<file path="src/rtl/pc_sequencer_pkg.sv">
`default_nettype none
// ============================================================================
// Module   : lipsi_pc_pkg
// Brief    : PC operation encodings and default widths for the Lipsi PC sequencer
// Revision : 1.0
// ============================================================================
package lipsi_pc_pkg;

    localparam int PC_W_DEF = 8;
    localparam logic [PC_W_DEF-1:0] RESET_VEC_DEF = '0;

    // Codes 6 and 7 are reserved and decode as HOLD.
    typedef enum logic [2:0] {
        PC_OP_HOLD = 3'd0,
        PC_OP_INC  = 3'd1,
        PC_OP_JUMP = 3'd2,
        PC_OP_BREL = 3'd3,
        PC_OP_CALL = 3'd4,
        PC_OP_RET  = 3'd5
    } pc_op_e;

endpackage
`default_nettype wire

</file>
<file path="src/rtl/pc_sequencer_if.sv">
`default_nettype none
// ============================================================================
// Module   : pc_sequencer_if
// Brief    : Control-side bundle between decoder/FSM and the PC sequencer
// Revision : 1.0
// ============================================================================
interface pc_sequencer_if
    import lipsi_pc_pkg::*;
#(
    parameter int PC_W = PC_W_DEF
);
    logic            pc_en;
    logic [2:0]      pc_op;
    logic [PC_W-1:0] pc_in;
    logic [PC_W-1:0] pc_out;
    logic [PC_W-1:0] pc_next;
    logic            ras_full;
    logic            ras_empty;
    logic            ras_err;

    modport master (
        output pc_en, pc_op, pc_in,
        input  pc_out, pc_next, ras_full, ras_empty, ras_err
    );

    modport slave (
        input  pc_en, pc_op, pc_in,
        output pc_out, pc_next, ras_full, ras_empty, ras_err
    );
endinterface
`default_nettype wire

</file>
<file path="src/rtl/pc_ras.sv">
`default_nettype none
// ============================================================================
// Module   : pc_ras
// Brief    : Parametrised return-address LIFO with registered full/empty flags
// Revision : 1.0
// ============================================================================
module pc_ras #(
    parameter int W     = 8,
    parameter int DEPTH = 4
) (
    input  wire logic         clk,
    input  wire logic         reset,
    input  wire logic         push,
    input  wire logic         pop,
    input  wire logic [W-1:0] push_data,
    output logic      [W-1:0] top,
    output logic              full,
    output logic              empty
);
    localparam int c_ptr_w = $clog2(DEPTH + 1);
    localparam int c_idx_w = $clog2(DEPTH);

    logic [c_ptr_w-1:0] ptr_q, ptr_d;
    logic               full_q, full_d;
    logic               empty_q, empty_d;
    logic [W-1:0]       mem_q [DEPTH];
    logic [c_idx_w-1:0] wr_idx;
    logic [c_idx_w-1:0] rd_idx;

    assign wr_idx = c_idx_w'(ptr_q);
    assign rd_idx = c_idx_w'(ptr_q - c_ptr_w'(1));

    always_comb begin
        ptr_d = ptr_q;
        if (push && !full_q) begin
            ptr_d = ptr_q + c_ptr_w'(1);
        end else if (pop && !empty_q) begin
            ptr_d = ptr_q - c_ptr_w'(1);
        end
        full_d  = (ptr_d == c_ptr_w'(DEPTH));
        empty_d = (ptr_d == '0);
    end

    always_ff @(posedge clk) begin
        if (reset) begin
            ptr_q   <= '0;
            full_q  <= 1'b0;
            empty_q <= 1'b1;
        end else begin
            ptr_q   <= ptr_d;
            full_q  <= full_d;
            empty_q <= empty_d;
        end
    end

    // Contents need no reset: the pointer alone defines what is valid.
    always_ff @(posedge clk) begin
        if (push && !full_q) begin
            mem_q[wr_idx] <= push_data;
        end
    end

    assign top   = empty_q ? '0 : mem_q[rd_idx];
    assign full  = full_q;
    assign empty = empty_q;
endmodule
`default_nettype wire

</file>
<file path="src/rtl/pc_sequencer.sv">
`default_nettype none
// ============================================================================
// Module   : pc_sequencer
// Brief    : Lipsi program-counter sequencer (hold/inc/jump/branch, optional
//            call/return stack enabled by macro PC_RAS_EN)
// Revision : 1.0
// ============================================================================
module pc_sequencer
    import lipsi_pc_pkg::*;
#(
    parameter int              PC_W      = PC_W_DEF,
    parameter logic [PC_W-1:0] RESET_VEC = PC_W'(RESET_VEC_DEF),
    parameter int              RAS_DEPTH = 4
) (
    input  wire logic     clk,
    input  wire logic     reset,
    pc_sequencer_if.slave bus
);
    logic [PC_W-1:0] pc_q, pc_d;
    logic [PC_W-1:0] pc_inc;

    assign pc_inc = pc_q + PC_W'(1);

`ifdef PC_RAS_EN
    logic            ras_push;
    logic            ras_pop;
    logic [PC_W-1:0] ras_top;
    logic            ras_full;
    logic            ras_empty;
    logic            err_q, err_d;

    pc_ras #(
        .W     (PC_W),
        .DEPTH (RAS_DEPTH)
    ) u_ras (
        .clk       (clk),
        .reset     (reset),
        .push      (ras_push),
        .pop       (ras_pop),
        .push_data (pc_inc),
        .top       (ras_top),
        .full      (ras_full),
        .empty     (ras_empty)
    );

    always_ff @(posedge clk) begin
        if (reset) begin
            err_q <= 1'b0;
        end else begin
            err_q <= err_d;
        end
    end

    assign bus.ras_full  = ras_full;
    assign bus.ras_empty = ras_empty;
    assign bus.ras_err   = err_q;
`else
    assign bus.ras_full  = 1'b0;
    assign bus.ras_empty = 1'b1;
    assign bus.ras_err   = 1'b0;
`endif

    always_comb begin
        pc_d = pc_q;
`ifdef PC_RAS_EN
        ras_push = 1'b0;
        ras_pop  = 1'b0;
        err_d    = err_q;
`endif
        if (bus.pc_en) begin
            case (bus.pc_op)
                PC_OP_INC:  pc_d = pc_inc;
                PC_OP_JUMP: pc_d = bus.pc_in;
                // Same-width add is the sign-extended add modulo 2**PC_W.
                PC_OP_BREL: pc_d = pc_q + bus.pc_in;
`ifdef PC_RAS_EN
                PC_OP_CALL: begin
                    if (ras_full) begin
                        err_d = 1'b1;
                    end else begin
                        ras_push = 1'b1;
                        pc_d     = bus.pc_in;
                    end
                end
                PC_OP_RET: begin
                    if (ras_empty) begin
                        err_d = 1'b1;
                    end else begin
                        ras_pop = 1'b1;
                        pc_d    = ras_top;
                    end
                end
`else
                PC_OP_CALL: pc_d = bus.pc_in;
`endif
                default:    pc_d = pc_q;
            endcase
        end
    end

    always_ff @(posedge clk) begin
        if (reset) begin
            pc_q <= RESET_VEC;
        end else begin
            pc_q <= pc_d;
        end
    end

    assign bus.pc_out  = pc_q;
    assign bus.pc_next = pc_d;
endmodule
`default_nettype wire

</file>
<file path="src/flat_wrapper.sv">
// flat-port wrapper written by rule: the top's interface ports become plain ports
module pc_sequencer_flat import lipsi_pc_pkg::*;
#(
    parameter int              PC_W      = PC_W_DEF,
    parameter logic [PC_W-1:0] RESET_VEC = PC_W'(RESET_VEC_DEF),
    parameter int              RAS_DEPTH = 4
)
  (clk, reset, bus_pc_en, bus_pc_op, bus_pc_in, bus_pc_out, bus_pc_next, bus_ras_full, bus_ras_empty, bus_ras_err);
  pc_sequencer_if #(.PC_W(PC_W)) bus_i ();
  input  wire logic clk;
  input  wire logic reset;
  input wire logic [$bits(bus_i.pc_en)-1:0] bus_pc_en;
  input wire logic [$bits(bus_i.pc_op)-1:0] bus_pc_op;
  input wire logic [$bits(bus_i.pc_in)-1:0] bus_pc_in;
  output wire logic [$bits(bus_i.pc_out)-1:0] bus_pc_out;
  output wire logic [$bits(bus_i.pc_next)-1:0] bus_pc_next;
  output wire logic [$bits(bus_i.ras_full)-1:0] bus_ras_full;
  output wire logic [$bits(bus_i.ras_empty)-1:0] bus_ras_empty;
  output wire logic [$bits(bus_i.ras_err)-1:0] bus_ras_err;
  assign bus_i.pc_en = bus_pc_en;
  assign bus_i.pc_op = bus_pc_op;
  assign bus_i.pc_in = bus_pc_in;
  assign bus_pc_out = bus_i.pc_out;
  assign bus_pc_next = bus_i.pc_next;
  assign bus_ras_full = bus_i.ras_full;
  assign bus_ras_empty = bus_i.ras_empty;
  assign bus_ras_err = bus_i.ras_err;
  pc_sequencer #(.PC_W(PC_W), .RESET_VEC(RESET_VEC), .RAS_DEPTH(RAS_DEPTH)) u_core (.clk(clk), .reset(reset), .bus(bus_i));
endmodule
</file>
<file path="config.mk">
export PLATFORM = sky130hd
export DESIGN_NAME = pc_sequencer_flat
export DESIGN_NICKNAME = d
export VERILOG_FILES = /design/src/rtl/pc_sequencer_pkg.sv /design/src/rtl/pc_sequencer_if.sv /design/src/rtl/pc_ras.sv /design/src/rtl/pc_sequencer.sv /design/src/flat_wrapper.sv
export SDC_FILE = /design/constraint.sdc
export NUM_CORES = 1
export LEC_CHECK = 0
export ABC_AREA = 1
export CAP_MARGIN = 25
export CORE_MARGIN = 2
export CORE_UTILIZATION = 50
export DETAILED_ROUTE_END_ITERATION = 6
export DONT_BUFFER_PORTS = 1
export GPL_ROUTABILITY_DRIVEN = 0
export PLACE_DENSITY = 0.67
export SYNTH_ARGS = -nofsm -noshare
export SYNTH_HDL_FRONTEND = slang
export SYNTH_HIERARCHICAL = 1
export SYNTH_SLANG_ARGS = --single-unit
</file>
<file path="constraint.sdc">
create_clock -name clk -period 2.92 [get_ports clk]
set_clock_uncertainty 0.15 [all_clocks]
set_input_delay 0.584 -clock clk [delete_from_list [all_inputs] [get_ports clk]]
set_output_delay 0.584 -clock clk [all_outputs]
set_load 0.02 [all_outputs]
</file>
==> flow_summary.toml, run 1 <==
[outcome]
outcome = "finished clean"

[clocking]
clockRootBuffer = "clkbuf_4"
path_clk_slew_ns = 0.05
numCtsBuffers = 3
clk_latency_ns = 0.25
cts_sinks = 8
cts_tree = "yes"
htree_levels = 1
clockBufferDepth = 2

[critical_path]
critPathSlowestCell = "fa_2"
crit_type = "in2out"
critical_path_peak_fanout = 3
r2r_cells = 11
cp-end-kind = "output port"
crit_path_max_incr_delay_ns = 0.37
cp.required_ns = 2.19
r2r_slack_ns = 0.95
crit_top_cell = "nand2_1"
startpoint_type = "primary input"
timing.rr.start = "u_core/bus.pc_out[0]$_SDFF_PP0_"
regToRegEndpoint = "u_core/bus.pc_out[4]$_SDFF_PP0_"
path_cells = "nand2_8, nor2_4, nand2_1, ha_2, fa_2, nand2_2, inv_2, buf_4, o32ai_1, nand2_1, nand2_1"
arrival_ns = 2.15

[yosys]
syn_area_um2 = 873.3
syn_area_per_cell_um2 = 5.671
synth_top_area_share_pct = 27.94
synth_top_area_cell = "nand2_1"
async_flop_share_pct = 0
yosysMostFrequentCell = "nand2_1"
synthTopCellsByArea = "nand2_1 (28%), dfxtp_1 (18%), inv_1 (10%)"
syn_inst = 154
ys_types = 20
synth_edf_count = 0
ys_seq_elements = 8
synth_common_cells = "nand2_1 (65), inv_1 (24), a21oi_1 (12), nor2_1 (10), dfxtp_1 (8)"
ys_warn_count = 6
synth_ff_type = "dfxtp_1"
synth_seq_area_share_pct = 18.34

[min_path]
hold_path.startpoint = "reset"
hold_depth = 1
hold_class = "in2reg"
hold_end = "u_core/bus.pc_out[6]$_SDFF_PP0_"

[final_layout]
drive_gt1_share_pct = 18.63
final_area_mm2 = 0.001002
fillerInstances = 172
syn_to_final_growth_pct = 14.76
n_antenna_cell = 0
layout.cells.non_filler = 178
multi_input_area_um2 = 644.4
layout.area.seq_um2 = 160.2
largest_reg_flops = 8
final_nets = 185

[die]
io_pins = 33
die_x_um = 45.80
fp.dieArea_mm2 = 0.002097
die_h_um = 45.80
start_util_pct = 51.70
rows = 15
core-area_mm2 = 0.001689

[global_routing]
grt_pass1_wl_mm = 3.249
grt_pass1_vias = 824
grt_antenna_before_repair = 0
grt_start_max_net_pins = 10
overflow = 0
globalRouteTotalUtil_pct = 21.23

[drt]
wl_per_cell_um = 12.33
routed_wl_mm = 2.194
vias = 948
drt_iter0_markers = 20
drc = 0
drtAntennaViolNets = 0
first_pass_iters = 4
vias_per_cell = 5.326

[power]
ir_drop_mv = 0.2858
power.share.clock_pct = 27.0
p_int_mw = 0.1923
netSwitchingPower_mw = 0.1071
combPwrFrac_pct = 30.2
power.density_mw_per_mm2 = 298.7
leakage_nw = 0.5754
swShare_pct = 35.77
p_seq_share_pct = 42.8

[sta]
setup_viol = 0
fin_tns_setup_ns = 0
hold_slack_ns = 0.2458
fin_crit_sh_pct = 98.62
rsz0062_at_grt = "true"
hold_violations = 0
fin_crit_ns = 2.880
fmax_mhz = 347.3
slew_viol_final = 0

[run]
maxCapViolations = 0

[place]
placed_area_um2 = 899.6
port_buffers = 0
dp.cells = 171
dp_hpwl_mm = 1.643
power by group through the flow:
| stage | Combinational, mW | Sequential (mW) | Clock (mW) |
|---|---|---|---|
| after floorplan | 0.0720 | 0.128 | 0 |
| after global placement | 0.0778 | 0.130 | 0 |
| after detailed placement | 0.0794 | 0.130 | 0 |
| after CTS | 0.0822 | 0.128 | 0.0849 |
| after global routing | 0.0990 | 0.128 | 0.0896 |
| final | 0.0904 | 0.128 | 0.0809 |
layout by cell type (no fill, tap or decap):
| cell type | instances |
|---|---|
| nand2_1 | 57 |
| inv_1 | 22 |
| a21oi_1 | 12 |
| nor2_1 | 8 |
| dfxtp_1 | 8 |
| buf_4 | 8 |
| nand2_2 | 7 |
| nand3_1 | 6 |
| ha_1 | 6 |
| o21ai_0 | 4 |
| clkbuf_4 | 3 |
| inv_2 | 3 |
| conb_1 | 3 |
| nand4_1 | 2 |
| nand2_8 | 1 |
| nor2_4 | 1 |
| nor2_2 | 1 |
| or2_4 | 1 |
| nand3_4 | 1 |
| o21ai_4 | 1 |
| nand3b_1 | 1 |
| o21ai_2 | 1 |
| o21ai_1 | 1 |
| o32ai_1 | 1 |
| fa_2 | 1 |
| ha_2 | 1 |
cells by family (layout without fill, tap and decap cells):
kind of cell,Yosys count,in the layout,synth area share [%]
AND/OR/NAND/NOR,86,86,40.97
buffers and inverters,30,36,14.33
AO/OA/AOI/OAI,20,20,13.18
adder cells (fa/ha/maj),8,8,12.32
flip-flops,8,8,18.34
other,2,3,0.8599
per-stage QoR:
stage | setup WS [ns] | power (mW) | util (%)
after floorplan | 0.009279 | 0.2001 | -
after global placement | -0.04917 | 0.2077 | 53.26
after detailed placement | -0.1012 | 0.2094 | 53.26
after CTS | 0.001454 | 0.2949 | 55.93
after global routing | -0.1110 | 0.3170 | 59.33
final | 0.04028 | 0.2993 | 59.33
what timing repair did:
| action | 4_1_cts | 5_1_grt |
|---|---|---|
| hold buffers | 0 | 0 |
| resized for setup | 4 | 15 |
| setup endpoints to repair | 6 | 6 |
| pin swaps | 2 | 9 |
| endpoints found under the hold margin | 0 | 0 |
| buffers inserted | 2 | 2 |
per-layer routing:
layer | up-vias | global-route usage [%] | share of wire (%)
met5 | - | 0 | 0
met4 | 0 | 8.571 | 0.55
met3 | 2 | 3.571 | 6.0
met2 | 28 | 33.80 | 49
met1 | 424 | 28.30 | 45
li1 | 494 | - | -
cell type report:
type / count / area share, %
Multi-Input combinational cell: 117 / 64.29
Sequential cell: 8 / 15.98
Tap cell: 17 / 2.122
Inverter: 25 / 9.363
Clock buffer: 3 / 2.247
Timing Repair Buffer: 8 / 5.993
worst max-delay path: cells and delay by family:
family                     cells  cell delay, ns
AOI/OAI and AO/OA              1            0.24
buffers and inverters          2            0.16
and+or+nand+nor                6            0.61
adders and majority gates      2            0.56
worst max-delay path by stage:
| stage | end | from | slack (ns) | cells after the start |
|---|---|---|---|---|
| CTS | bus_pc_next[4] | bus_pc_op[1] | 0.001 | 14 |
| global placement | bus_pc_next[4] | bus_pc_op[1] | -0.05 | 14 |
| global route | bus_pc_next[4] | bus_pc_op[0] | -0.11 | 14 |
| detailed placement | bus_pc_next[4] | bus_pc_op[1] | -0.10 | 14 |
| finish | bus_pc_next[2] | bus_pc_op[0] | 0.04 | 11 |
| floorplan | bus_pc_next[4] | bus_pc_op[1] | 0.009 | 14 |
No activity file was read; power rests on OpenSTA's default activity.
==> run 2, diff against run 1 <==
--- a/config.mk
+++ b/config.mk
@@ -12,7 +12,7 @@
 export DETAILED_ROUTE_END_ITERATION = 6
 export DONT_BUFFER_PORTS = 1
 export GPL_ROUTABILITY_DRIVEN = 0
-export PLACE_DENSITY = 0.67
+export PLACE_DENSITY_LB_ADDON = 0.08
 export SYNTH_ARGS = -nofsm -noshare
 export SYNTH_HDL_FRONTEND = slang
 export SYNTH_HIERARCHICAL = 1
==> run 2 against run 1 <==
Worst setup slack gained 0.039 ns. Register-to-register slack lost 0.10 ns. Core utilization grew 1.6 points. Die area is the same. Largest power group unchanged. Critical path type unchanged. Power grew 1.6%. Critical path depth grew 3. Clock-buffer cell count is the same. Cell area grew 2.7%. Global-route usage grew 0.15 points. Critical endpoint is now bus_pc_next[4]. Sequential cell count is the same. Wire length shrank 4.6%.
==> flow_summary.toml, run 2 (synthesized netlist as in run 1, its figures left out) <==
[place]
placed_area_um2 = 929.6
dp_hpwl_mm = 1.678
port_buffers = 0

[power]
combPwrFrac_pct = 30.5
swShare_pct = 35.86
power.share.clock_pct = 27.3
finalPower_mw = 0.3041
p_int_mw = 0.1951
p_seq_share_pct = 42.2
netSwitchingPower_mw = 0.1091
power.density_mw_per_mm2 = 295.4
leakage_nw = 0.5823
ir_drop_mv = 0.2377

[die]
die_h_um = 45.80
start_util_pct = 51.70
io_pins = 33
rows = 15
core-area_mm2 = 0.001689
fp.dieArea_mm2 = 0.002097
die_x_um = 45.80

[global_routing]
grt_pass1_wl_mm = 3.215
overflow = 0
grt_pass1_vias = 778
globalRouteTotalUtil_pct = 21.38
grt_antenna_before_repair = 0
grt_start_max_net_pins = 10

[sta]
fin_crit_sh_pct = 97.28
fin_crit_ns = 2.841
rsz0062_at_grt = "true"
hold_violations = 0
slew_viol_final = 0
setup_viol = 0
fmax_mhz = 352.0

[drt]
drt_iter0_markers = 17
drc = 0
routed_wl_mm = 2.092
wl_per_cell_um = 11.69
vias = 923
first_pass_iters = 4
vias_per_cell = 5.156
drtAntennaViolNets = 0

[final_layout]
syn_to_final_growth_pct = 17.91
layout.area.seq_um2 = 160.2
fillerInstances = 175
final_common_cell = "nand2_1"
mostFrequentLayoutCells = "nand2_1 (55), inv_1 (22), a21oi_1 (11)"
drive_gt1_share_pct = 20.37
largest_reg_flops = 8
final_nets = 186
final_area_mm2 = 0.001030
n_antenna_cell = 0
multi_input_area_um2 = 664.4

[critical_path]
timing.rr.start = "u_core/bus.pc_out[0]$_SDFF_PP0_"
cp-end-kind = "output port"
startpoint_type = "primary input"
crit_path_start = "bus_pc_op[0]"
crit_type = "in2out"
critical_path_peak_fanout = 3
cp.required_ns = 2.19
arrival_ns = 2.11

[clocking]
numCtsBuffers = 3
cts_sinks = 8
clk_latency_ns = 0.25
clockRootBuffer = "clkbuf_4"
clockBufferDepth = 2
path_clk_slew_ns = 0.05
htree_levels = 1
cts_tree = "yes"

[min_path]
hold_path.startpoint = "reset"
hold_class = "in2reg"

[outcome]
outcome = "finished clean"

[run]
maxCapViolations = 0
[run 2: worst max-delay path, cell delays in order]
cell     delay [ns]
nand2_8        0.03
nor2_4         0.11
nand2_2        0.09
ha_4           0.17
fa_2           0.36
nand2_2        0.07
inv_2          0.04
o21ai_1        0.12
nand2_1        0.08
nand2_1        0.06
nand2_1        0.04
o21ai_1        0.13
nand2_1        0.09
nand2_2        0.12
[run 2: layout make-up]
class	count	area share [%]
Multi-Input combinational cell	117	64.52
Inverter	25	9.113
Sequential cell	8	15.55
Tap cell	17	2.066
Clock buffer	3	2.187
Timing Repair Buffer	9	6.561
[run 2: final timing paths]
kind                                      to  slack (ns)  cells after the start
max reg2reg  u_core/bus.pc_out[4]$_SDFF_PP0_        0.85                     12
max                           bus_pc_next[4]        0.08                     14
min          u_core/bus.pc_out[2]$_SDFF_PP0_        0.24                      1
min reg2reg  u_core/bus.pc_out[2]$_SDFF_PP0_        0.45                      2
[run 2: what timing repair did]
item                                    4_1_cts  5_1_grt
hold buffers                                  0        0
pin swaps                                     3       12
endpoints found under the hold margin         0        0
resized for setup                             3       20
buffers inserted                              0        1
endpoints found under the setup margin        5        6
[run 2: metal layers]
metal | share of wire, % | track usage, % | up-vias
li1 | - | - | 490
met1 | 48 | 30.27 | 403
met2 | 45 | 30.99 | 25
met3 | 4.7 | 3.968 | 5
met4 | 2.0 | 10.29 | 0
met5 | 0 | 0 | -
[run 2: metrics by stage]
stage                     cells  util, %  setup WS (ns)  hold WS (ns)  setup TNS (ns)
after global placement      175    55.04       -0.04696        0.4410        -0.05020
final                       179    60.96        0.07929        0.2407               0
after CTS                   178    56.67      0.0005151        0.2367               0
after floorplan             155        -       0.009279        0.4245               0
after detailed placement    175    55.04       -0.07898        0.4439         -0.1824
after global routing        179    60.96       -0.06503        0.2281        -0.09116
[run 2: power groups by stage]
stage	Clock, mW	Sequential [mW]	Combinational (mW)
finish	0.0830	0.128	0.0928
global route	0.0932	0.129	0.103
CTS	0.0859	0.128	0.0844
detailed placement	0	0.130	0.0834
global placement	0	0.130	0.0821
floorplan	0	0.128	0.0720
==> run 3, diff against run 2 <==
--- a/config.mk
+++ b/config.mk
@@ -12,7 +12,6 @@
 export DETAILED_ROUTE_END_ITERATION = 6
 export DONT_BUFFER_PORTS = 1
 export GPL_ROUTABILITY_DRIVEN = 0
-export PLACE_DENSITY_LB_ADDON = 0.08
 export SYNTH_ARGS = -nofsm -noshare
 export SYNTH_HDL_FRONTEND = slang
 export SYNTH_HIERARCHICAL = 1
==> run 3 against run 2 <==
First-iteration DRC count shrank 24%. Maximum frequency down 0.61%. Power decreased by 2.4%. Critical path depth did not move. Core utilization down 2.5 points. Via count is 0.43% lower. Clock-buffer cell count did not move. Global-route usage decreased by 0.56 points. Combinational power fell by 5.6%. Hold slack improved by 0.0090 ns. Sequential power about the same. Largest cell class unchanged.
==> flow_summary.toml, run 3 (synthesized netlist as in run 1, its figures left out) <==
[outcome]
outcome = "finished clean"

[sta]
setup_viol = 0
hold_violations = 0
rsz0062_at_grt = "true"
fin_crit_sh_pct = 97.89
fin_crit_ns = 2.858
fmax_mhz = 349.9
fin_tns_setup_ns = 0
slew_viol_final = 0
hold_slack_ns = 0.2497

[drt]
vias_per_cell = 5.282
first_pass_iters = 4
drc = 0
drtAntennaViolNets = 0
drt_iter0_markers = 13
wl_per_cell_um = 12.18
routed_wl_mm = 2.120
vias = 919

[final_layout]
syn_to_final_growth_pct = 13.04
final_common_cell = "nand2_1"
fillerInstances = 174
drive_gt1_share_pct = 17.83
n_antenna_cell = 0
largest_reg_flops = 8
fin_util_pct = 58.44
final_area_um2 = 987.2
mostFrequentLayoutCells = "nand2_1 (55), inv_1 (22), a21oi_1 (12)"
final_nets = 181

[power]
finalPower_mw = 0.2967
power.density_mw_per_mm2 = 300.6
ir_drop_mv = 0.2318
leakage_nw = 0.5564

[clocking]
postCtsSetupRepairBufs = 0
cts_sinks = 8
htree_levels = 1
clockRootBuffer = "clkbuf_4"
numCtsBuffers = 3
path_clk_slew_ns = 0.05
cts_tree = "yes"
clk_latency_ns = 0.25
clockBufferDepth = 2

[global_routing]
grt_start_max_net_pins = 10
grt_pass1_wl_mm = 3.146
globalRouteTotalUtil_pct = 20.83
overflow = 0
grt_antenna_before_repair = 0
grt_pass1_vias = 740

[run]
maxCapViolations = 0

[die]
start_util_pct = 51.70
fp.dieArea_mm2 = 0.002097
core-area_mm2 = 0.001689
io_pins = 33
die_x_um = 45.80
rows = 15
die_h_um = 45.80

[place]
placed_area_um2 = 899.6
dp_hpwl_mm = 1.641
port_buffers = 0

[min_path]
hold_class = "in2reg"

[critical_path]
startpoint_type = "primary input"
crit_type = "in2out"
arrival_ns = 2.12
cp-end-kind = "output port"
critical_path_peak_fanout = 3
cp.required_ns = 2.19
[run 3: cell types whose count changed in the layout (fill, tap and decap cells not counted)]
cell / before / now
nand2_2: 8 / 9
nand2_4: 1 / 0
a21oi_1: 11 / 12
o21ai_2: 0 / 1
a21oi_2: 1 / 0
o21ai_1: 2 / 1
buf_4: 9 / 4
[run 3: area by class of cell]
| type | count | area, um2 | area share (%) |
|---|---|---|---|
| Inverter | 25 | 93.84 | 9.506 |
| Sequential cell | 8 | 160.2 | 16.22 |
| Tap cell | 17 | 21.27 | 2.155 |
| Timing Repair Buffer | 4 | 30.03 | 3.042 |
| Multi-Input combinational cell | 117 | 659.4 | 66.79 |
| Clock buffer | 3 | 22.52 | 2.281 |
[run 3: metal layers]
metal  vias to the layer above  part of all wire, %  track usage, %
met5                         -                    0               0
met4                         0                    0           6.857
met3                         0                  6.3           4.365
met2                        23                   46           28.17
met1                       416                   48           32.13
li1                        480                    -               -
[run 3: stage by stage]
stage                     worst slack [ns]  cells
after floorplan                   0.009279    155
after global placement            -0.05848    171
after global routing              -0.02054    174
after detailed placement          -0.09055    171
after CTS                         -0.03229    174
final                              0.06175    174
[run 3: worst paths after layout]
kind,startpoint,slack (ns),endpoint,cells after the start
max,bus_pc_op[0],0.06,bus_pc_next[4],14
min,reset,0.25,u_core/bus.pc_out[0]$_SDFF_PP0_,1
max reg2reg,u_core/bus.pc_out[0]$_SDFF_PP0_,0.93,u_core/bus.pc_out[4]$_SDFF_PP0_,11
min reg2reg,u_core/bus.pc_out[6]$_SDFF_PP0_,0.48,u_core/bus.pc_out[6]$_SDFF_PP0_,2
[run 3: timing repair]
item,4_1_cts,5_1_grt
endpoints found under the setup margin,6,6
resized for setup,3,19
hold buffers,0,0
pin swaps,2,9
[run 3: critical path, stage by stage]
cell and delay, ns:
nand2_8 0.04, nor2_4 0.11, nand2_2 0.08, ha_4 0.16, fa_2 0.36, nand2_2 0.07, inv_2 0.04, o21ai_2 0.12
nand2_1 0.08, nand2_1 0.06, nand2_1 0.05, o21ai_1 0.14, nand2_1 0.10, nand2_2 0.12
[run 3: where the power goes]
group          internal, mW  leakage [nW]  switching (mW)  total [mW]
combinational        0.0288         0.477          0.0588      0.0876
sequential            0.115        0.0652          0.0133       0.128
clock                0.0468        0.0138          0.0341      0.0809
total                 0.191         0.556           0.106       0.297
